File: src/rtl/cbus_burst_arbiter.sv
// cbus burst arbiter: shares one cbus memory port among NUM_REQ cache-side masters.
// A grant is taken in IDLE and held for a whole burst, until the memory side
// returns ready & last. Only the granted master sees the response.

// Shared cbus types, visible to every file compiled after this one.
typedef enum logic [3:0] {
  MLEN1  = 4'd0,
  MLEN2  = 4'd1,
  MLEN4  = 4'd3,
  MLEN8  = 4'd7,
  MLEN16 = 4'd15
} cbus_len_t;

typedef struct packed {
  logic        valid;
  logic        is_write;
  logic [2:0]  size;
  logic [31:0] addr;
  logic [3:0]  strobe;
  logic [31:0] data;
  cbus_len_t   len;
} cbus_req_t;

typedef struct packed {
  logic        ready;
  logic        last;
  logic [31:0] data;
} cbus_resp_t;

module cbus_burst_arbiter #(
  parameter int unsigned NUM_REQ = 2,
  parameter bit          RR_EN   = 1'b1
) (
  input  logic                              clk,
  input  logic                              reset,
  input  cbus_req_t  [NUM_REQ-1:0]          ireqs,
  output cbus_resp_t [NUM_REQ-1:0]          iresps,
  output cbus_req_t                         oreq,
  input  cbus_resp_t                        oresp,
  output logic                              busy,
  output logic [$clog2(NUM_REQ)-1:0]        grant_idx
);

  localparam int unsigned IdxW = $clog2(NUM_REQ);

  typedef enum logic [0:0] {
    StIdle,
    StBusy
  } state_e;

  state_e            state_q, state_d;
  logic [IdxW-1:0]   grant_q, grant_d;
  logic [IdxW-1:0]   rr_q, rr_d;

  logic              any_valid;
  logic [IdxW-1:0]   winner;
  logic [IdxW-1:0]   scan_base;
  logic [IdxW-1:0]   cand;
  logic              burst_done;

  // Index arithmetic modulo NUM_REQ (NUM_REQ need not be a power of two).
  function automatic logic [IdxW-1:0] wrap_add(input logic [IdxW-1:0] base,
                                               input int unsigned     off);
    int unsigned sum;
    sum = 32'(base) + off;
    if (sum >= NUM_REQ) begin
      sum = sum - NUM_REQ;
    end
    return IdxW'(sum);
  endfunction

  assign burst_done = oresp.ready & oresp.last;

  // Winner selection: first valid index scanning upward from the base, with wrap.
  always_comb begin
    any_valid = 1'b0;
    winner    = '0;
    cand      = '0;
    scan_base = RR_EN ? rr_q : '0;
    for (int unsigned k = 0; k < NUM_REQ; k++) begin
      cand = wrap_add(scan_base, k);
      if (!any_valid && ireqs[cand].valid) begin
        any_valid = 1'b1;
        winner    = cand;
      end
    end
  end

  // Next-state logic: grant in IDLE, release only on the final beat of the burst.
  always_comb begin
    state_d = state_q;
    grant_d = grant_q;
    rr_d    = rr_q;
    unique case (state_q)
      StIdle: begin
        // Stray ready/last from the memory side is ignored here.
        if (any_valid) begin
          grant_d = winner;
          state_d = StBusy;
        end
      end
      StBusy: begin
        if (burst_done) begin
          state_d = StIdle;
          // The master just served drops to lowest priority.
          if (RR_EN) begin
            rr_d = wrap_add(grant_q, 1);
          end
        end
      end
      default: begin
        state_d = StIdle;
      end
    endcase
  end

  // State, grant and round-robin pointer registers with synchronous reset.
  always_ff @(posedge clk) begin
    if (reset) begin
      state_q <= StIdle;
      grant_q <= '0;
      rr_q    <= '0;
    end else begin
      state_q <= state_d;
      grant_q <= grant_d;
      rr_q    <= rr_d;
    end
  end

  // Datapath: pass the granted request down and its response back, zero otherwise.
  always_comb begin
    oreq   = '0;
    iresps = '0;
    if (state_q == StBusy) begin
      // Forwarded even if the master dropped valid mid-burst; the grant stays until last.
      oreq            = ireqs[grant_q];
      iresps[grant_q] = oresp;
    end
  end

  assign busy      = (state_q == StBusy);
  assign grant_idx = grant_q;

endmodule

File: config.mk
export PLATFORM = sky130hd
export DESIGN_NAME = cbus_burst_arbiter
export DESIGN_NICKNAME = d
export VERILOG_FILES = /design/src/rtl/cbus_burst_arbiter.sv
export SDC_FILE = /design/constraint.sdc
export NUM_CORES = 1
export LEC_CHECK = 0
export ABC_CLOCK_PERIOD_IN_PS = 1100
export CAP_MARGIN = 20
export CORE_AREA = 3 3 132 134
export CTS_BUF_LIST = sky130_fd_sc_hd__clkbuf_4 sky130_fd_sc_hd__clkbuf_8 sky130_fd_sc_hd__clkbuf_16
export DETAILED_ROUTE_END_ITERATION = 8
export DIE_AREA = 0 0 135 137
export MAX_ROUTING_LAYER = met4
export PLACE_DENSITY = 0.59
export SLEW_MARGIN = 20
export SYNTH_ARGS = -nofsm -noshare
export SYNTH_HDL_FRONTEND = slang
export SYNTH_SLANG_ARGS = --single-unit
export TNS_END_PERCENT = 30
File: constraint.sdc
create_clock -name clk -period 1.1 [get_ports clk]
set_input_delay 0.22 -clock clk [delete_from_list [all_inputs] [get_ports clk]]
set_output_delay 0.22 -clock clk [all_outputs]
set_load 0.03 [all_outputs]
# Word-level counts from Yosys, hierarchy flattened
# Index checks and enable logic that the tools add are counted.
# totals
register_bits	3
inputBits	190
output_inout_bits	147
elab_cells	43
# op_classes
addsub	5
n_lt_le_gt_ge	7
n_mux	20
bitwise_logic	3
reduce_logical	5
# op_table
op	n
$mux W77	7
$and A68 B68 Y68	1
$mux W68	1
$demux W34 S1	1
$mux W34	1
$mux W1	9
$lt A1 B2 Y1 const B	3
$add A1 B1 Y2 const B	2
$ge A2 B2 Y1 const B	2
$reduce_and A2 Y1	2
$sub A1 B1 Y1 const B	3
$ge A1 B2 Y1 const B	1
$logic_and A1 B1 Y1	2
$pmux W1 S2	1
$and A1 B1 Y1	1
$ge A1 B1 Y1 const B	1
$logic_not A1 Y1	1
$not A1 Y1	1

# Longest topological paths before layout
# logic_depth
word_depth	10
ltp_mapped	5
mapped_depth_nobuf	3

# Least setup slack after synthesis
# No wires, ideal clock.
# synth_timing
path_type	flip-flop to output port
from	register grant_q (netlist: grant_idx)
to	output oreq[32] (netlist name)
arrival_time_ns	1.458
t_required_ns	0.880
path_slack_ns	-0.578
stages_incl_launch_ff	6
n_path_buf	3
cell_sequence	dfxtp_1 > buf_6 > buf_6 > buf_8 > mux2i_1 > nor2_1
# synth_lines
item	line_no	rtl
from (decl)	52	logic [IdxW-1:0] grant_q, grant_d;
from (signal assigned)	125	grant_q <= grant_d;
to (decl)	38	output cbus_req_t oreq,

==> flow_summary.yaml <==
min_path:
  min-delay-start: "rr_q$_SDFFE_PP0P_"
  min_path_cells: 2
  min_path_type: "register to register"
clock_network:
  tritoncts: "yes"
  cts_buffers: 3
  worstSkewPairLatency_ps: 220
  cts_root_buf: "clkbuf_16"
  htreeDepth: 1
  clkSinkCount: 3
  clock_path_buffers: 2
  clk_pin_slew_worst_paths_ps: 30
  ctsHoldBuffers: 0
grt:
  grt_overflow_total: 0
  antenna_found_initial: 0
  grt_pass1_wl_um: 18300
  grt_usage_pct: 12.7
  grt_max_degree: 37
  grt_pass1_vias: 3328
sta:
  relSlewSlack_pct: 80.1
  setup_viol: 147
  max_freq_mhz: 611
  finalCritPeriodShare_pct: 149
  hold_viol: 0
  setup_slack_ps: -536
  tightest_slew_ps: 298
  drv_slew: 0
  rsz0062_at_grt: "true"
  fin_crit_ps: 1640
  fin_skew_ps: 0.0814
outcome:
  status: "finished, violations left"
  violations: "negative setup slack"
synthesis:
  postSynthCellCount: 264
  synthArstFlopShare_pct: 0
  syn-cell-area_sq_um: 1800
  synth.distinct_cells: 19
  ys_seq_area_share_pct: 3.33
  ys_warn_count: 0
  synth_top_cell_by_area: "mux2i_1"
  synth-edff-count: 0
  syn_nets: 454
  yosys-top-cells-area: "mux2i_1 43%, nor2_1 16%, and3_1 12%"
  synthFlopType: "dfxtp_1"
  synth_seq_cells: 3
  synth_top_area_share_pct: 42.8
  avgSynthCellArea_sq_um: 6.82
critical_path:
  worst_setup_path_end_kind: "output pin"
  r2r_setup_slack_ps: 40
  crit_slowest_cell: "dfxtp_4"
  cpPeakStageDelay_ps: 380
  critPathLaunch: "grant_idx$_SDFFE_PP0P_"
  critPathRequiredTime_ps: 880
  reg2reg_to: "grant_idx$_SDFFE_PP0P_"
  worst_setup_path_start_kind: "register"
  r2r_start: "busy$_SDFF_PP0_"
  crit_fanout: 22
  cp.arrival_ps: 1420
  crit_chain: "bufbuf_16 -> mux2i_2 -> nor2_2 -> buf_4"
  cp-endpoint: "oreq[45]"
  path_class: "register to output pin"
  reg2regPathDepth: 4
floorplanning:
  initial_core_util_pct: 11.0
  die-width_um: 135
  dieArea_sq_um: 18500
  pin_count: 337
  die_h_um: 137
  core_area_sq_um: 16400
  rows: 47
layout:
  final_cell_mix: "189 x clkdlybuf4s50_1, 83 x buf_6, 74 x buf_4"
  nFillCells: 1595
  fin_nets: 796
  areaGrowthSynthToFinish_pct: 257
  final_common_cell: "clkdlybuf4s50_1"
  fin_area_sq_um: 6440
  drive_gt1_share_pct: 50.4
  antenna_cells: 0
drt:
  drt_first_pass_iters: 4
  vias: 3250
  antenna_left: 0
  routed_wl_um: 13000
  drc: 0
  drt_iter0_markers: 100
  viasPerCell: 3.94
  wire_per_inst_um: 15.7
placed_design:
  dpl.hpwl_um: 9920
  place_ws_ps: -351
  place_area_sq_um: 5550
  portBuffers: 336
  gp_congestion: 0.815
power_and_ir_drop:
  p_leak_nw: 2.64
  p_per_area_nw_per_um2: 624
  vdd_ir_drop_max_mv: 0.538
flow_run:
  drv_cap: 0
registers in the layout (all words and copies together), names as in the netlist:
register	count
busy	1
rr_q	1
grant_idx	1
kinds of logic after synthesis:
family	Yosys count	synth area share, %
and+or+nand+nor	150	41.4
AOI/OAI and AO/OA	4	1.39
muxes	77	42.8
DFF	3	3.33
buffers and inverters	30	11.1
cell type report:
class	count	area, sq um	share of cell area (%)
multi-input cells	231	2190	34.0
repair buffers	365	3810	59.2
clock buffers	4	82.6	1.28
well taps	220	275	4.28
inverters	2	10.0	0.155
flip-flops and latches	3	67.6	1.05
critical path: cells and delay by family (launching register included):
family                 cells  cell delay, ps
muxes                      1             250
and+or+nand+nor            1              40
DFF                        1             380
buffers and inverters      2             510
through the flow:
step                      instances  TNS (ps)  utilization [%]  total power, W  hold slack [ps]
final                           825    -68050             39.2         0.00402              489
after global routing            825    -76910             39.2         0.00420              533
after CTS                       824    -70070             38.0         0.00394              498
after detailed placement        813    -36190             33.8         0.00299              497
after global placement          813    -33030             33.8         0.00296              490
after floorplan                 264    -36720                -         0.00158              279
layer usage:
layer	global-route usage, %	part of all wire [%]	vias to the layer above
li1	-	-	1576
met1	13.9	36	1465
met2	23.4	54	187
met3	2.76	7.7	22
met4	3.25	2.6	0
met5	-	0	-
cell usage after synthesis (2+ instances only):
cell / number
and2_1: 34
and3_1: 35
buf_2: 3
buf_4: 5
buf_6: 2
buf_8: 4
clkbuf_1: 10
clkbuf_2: 4
dfxtp_1: 3
mux2i_1: 77
nor2_1: 78
nor3_1: 2
where the power goes:
part / leakage (nW) / switching (W) / total, W / internal (W)
Sequential: 0.0259 / 0.0000116 / 0.000128 / 0.000116
Clock: 0.0416 / 0.0000974 / 0.000600 / 0.000503
Combinational: 2.57 / 0.00157 / 0.00329 / 0.00173
Total: 2.64 / 0.00167 / 0.00402 / 0.00234
what timing repair did:
item | in CTS | in global routing
buffers inserted | 3 | 1
setup endpoints to repair | 148 | 149
gates cloned | 4 | 0
resized for setup | 103 | 48
pin swaps | 1 | 3
worst min-delay path by stage:
stage,end,slack (ps)
2_1_floorplan,grant_idx$_SDFFE_PP0P_,280
3_3_place_gp,rr_q$_SDFFE_PP0P_,490
3_5_place_dp,rr_q$_SDFFE_PP0P_,500
4_1_cts,rr_q$_SDFFE_PP0P_,500
5_1_grt,rr_q$_SDFFE_PP0P_,530
6_report,rr_q$_SDFFE_PP0P_,490
Power figures use the tool's default switching activity.
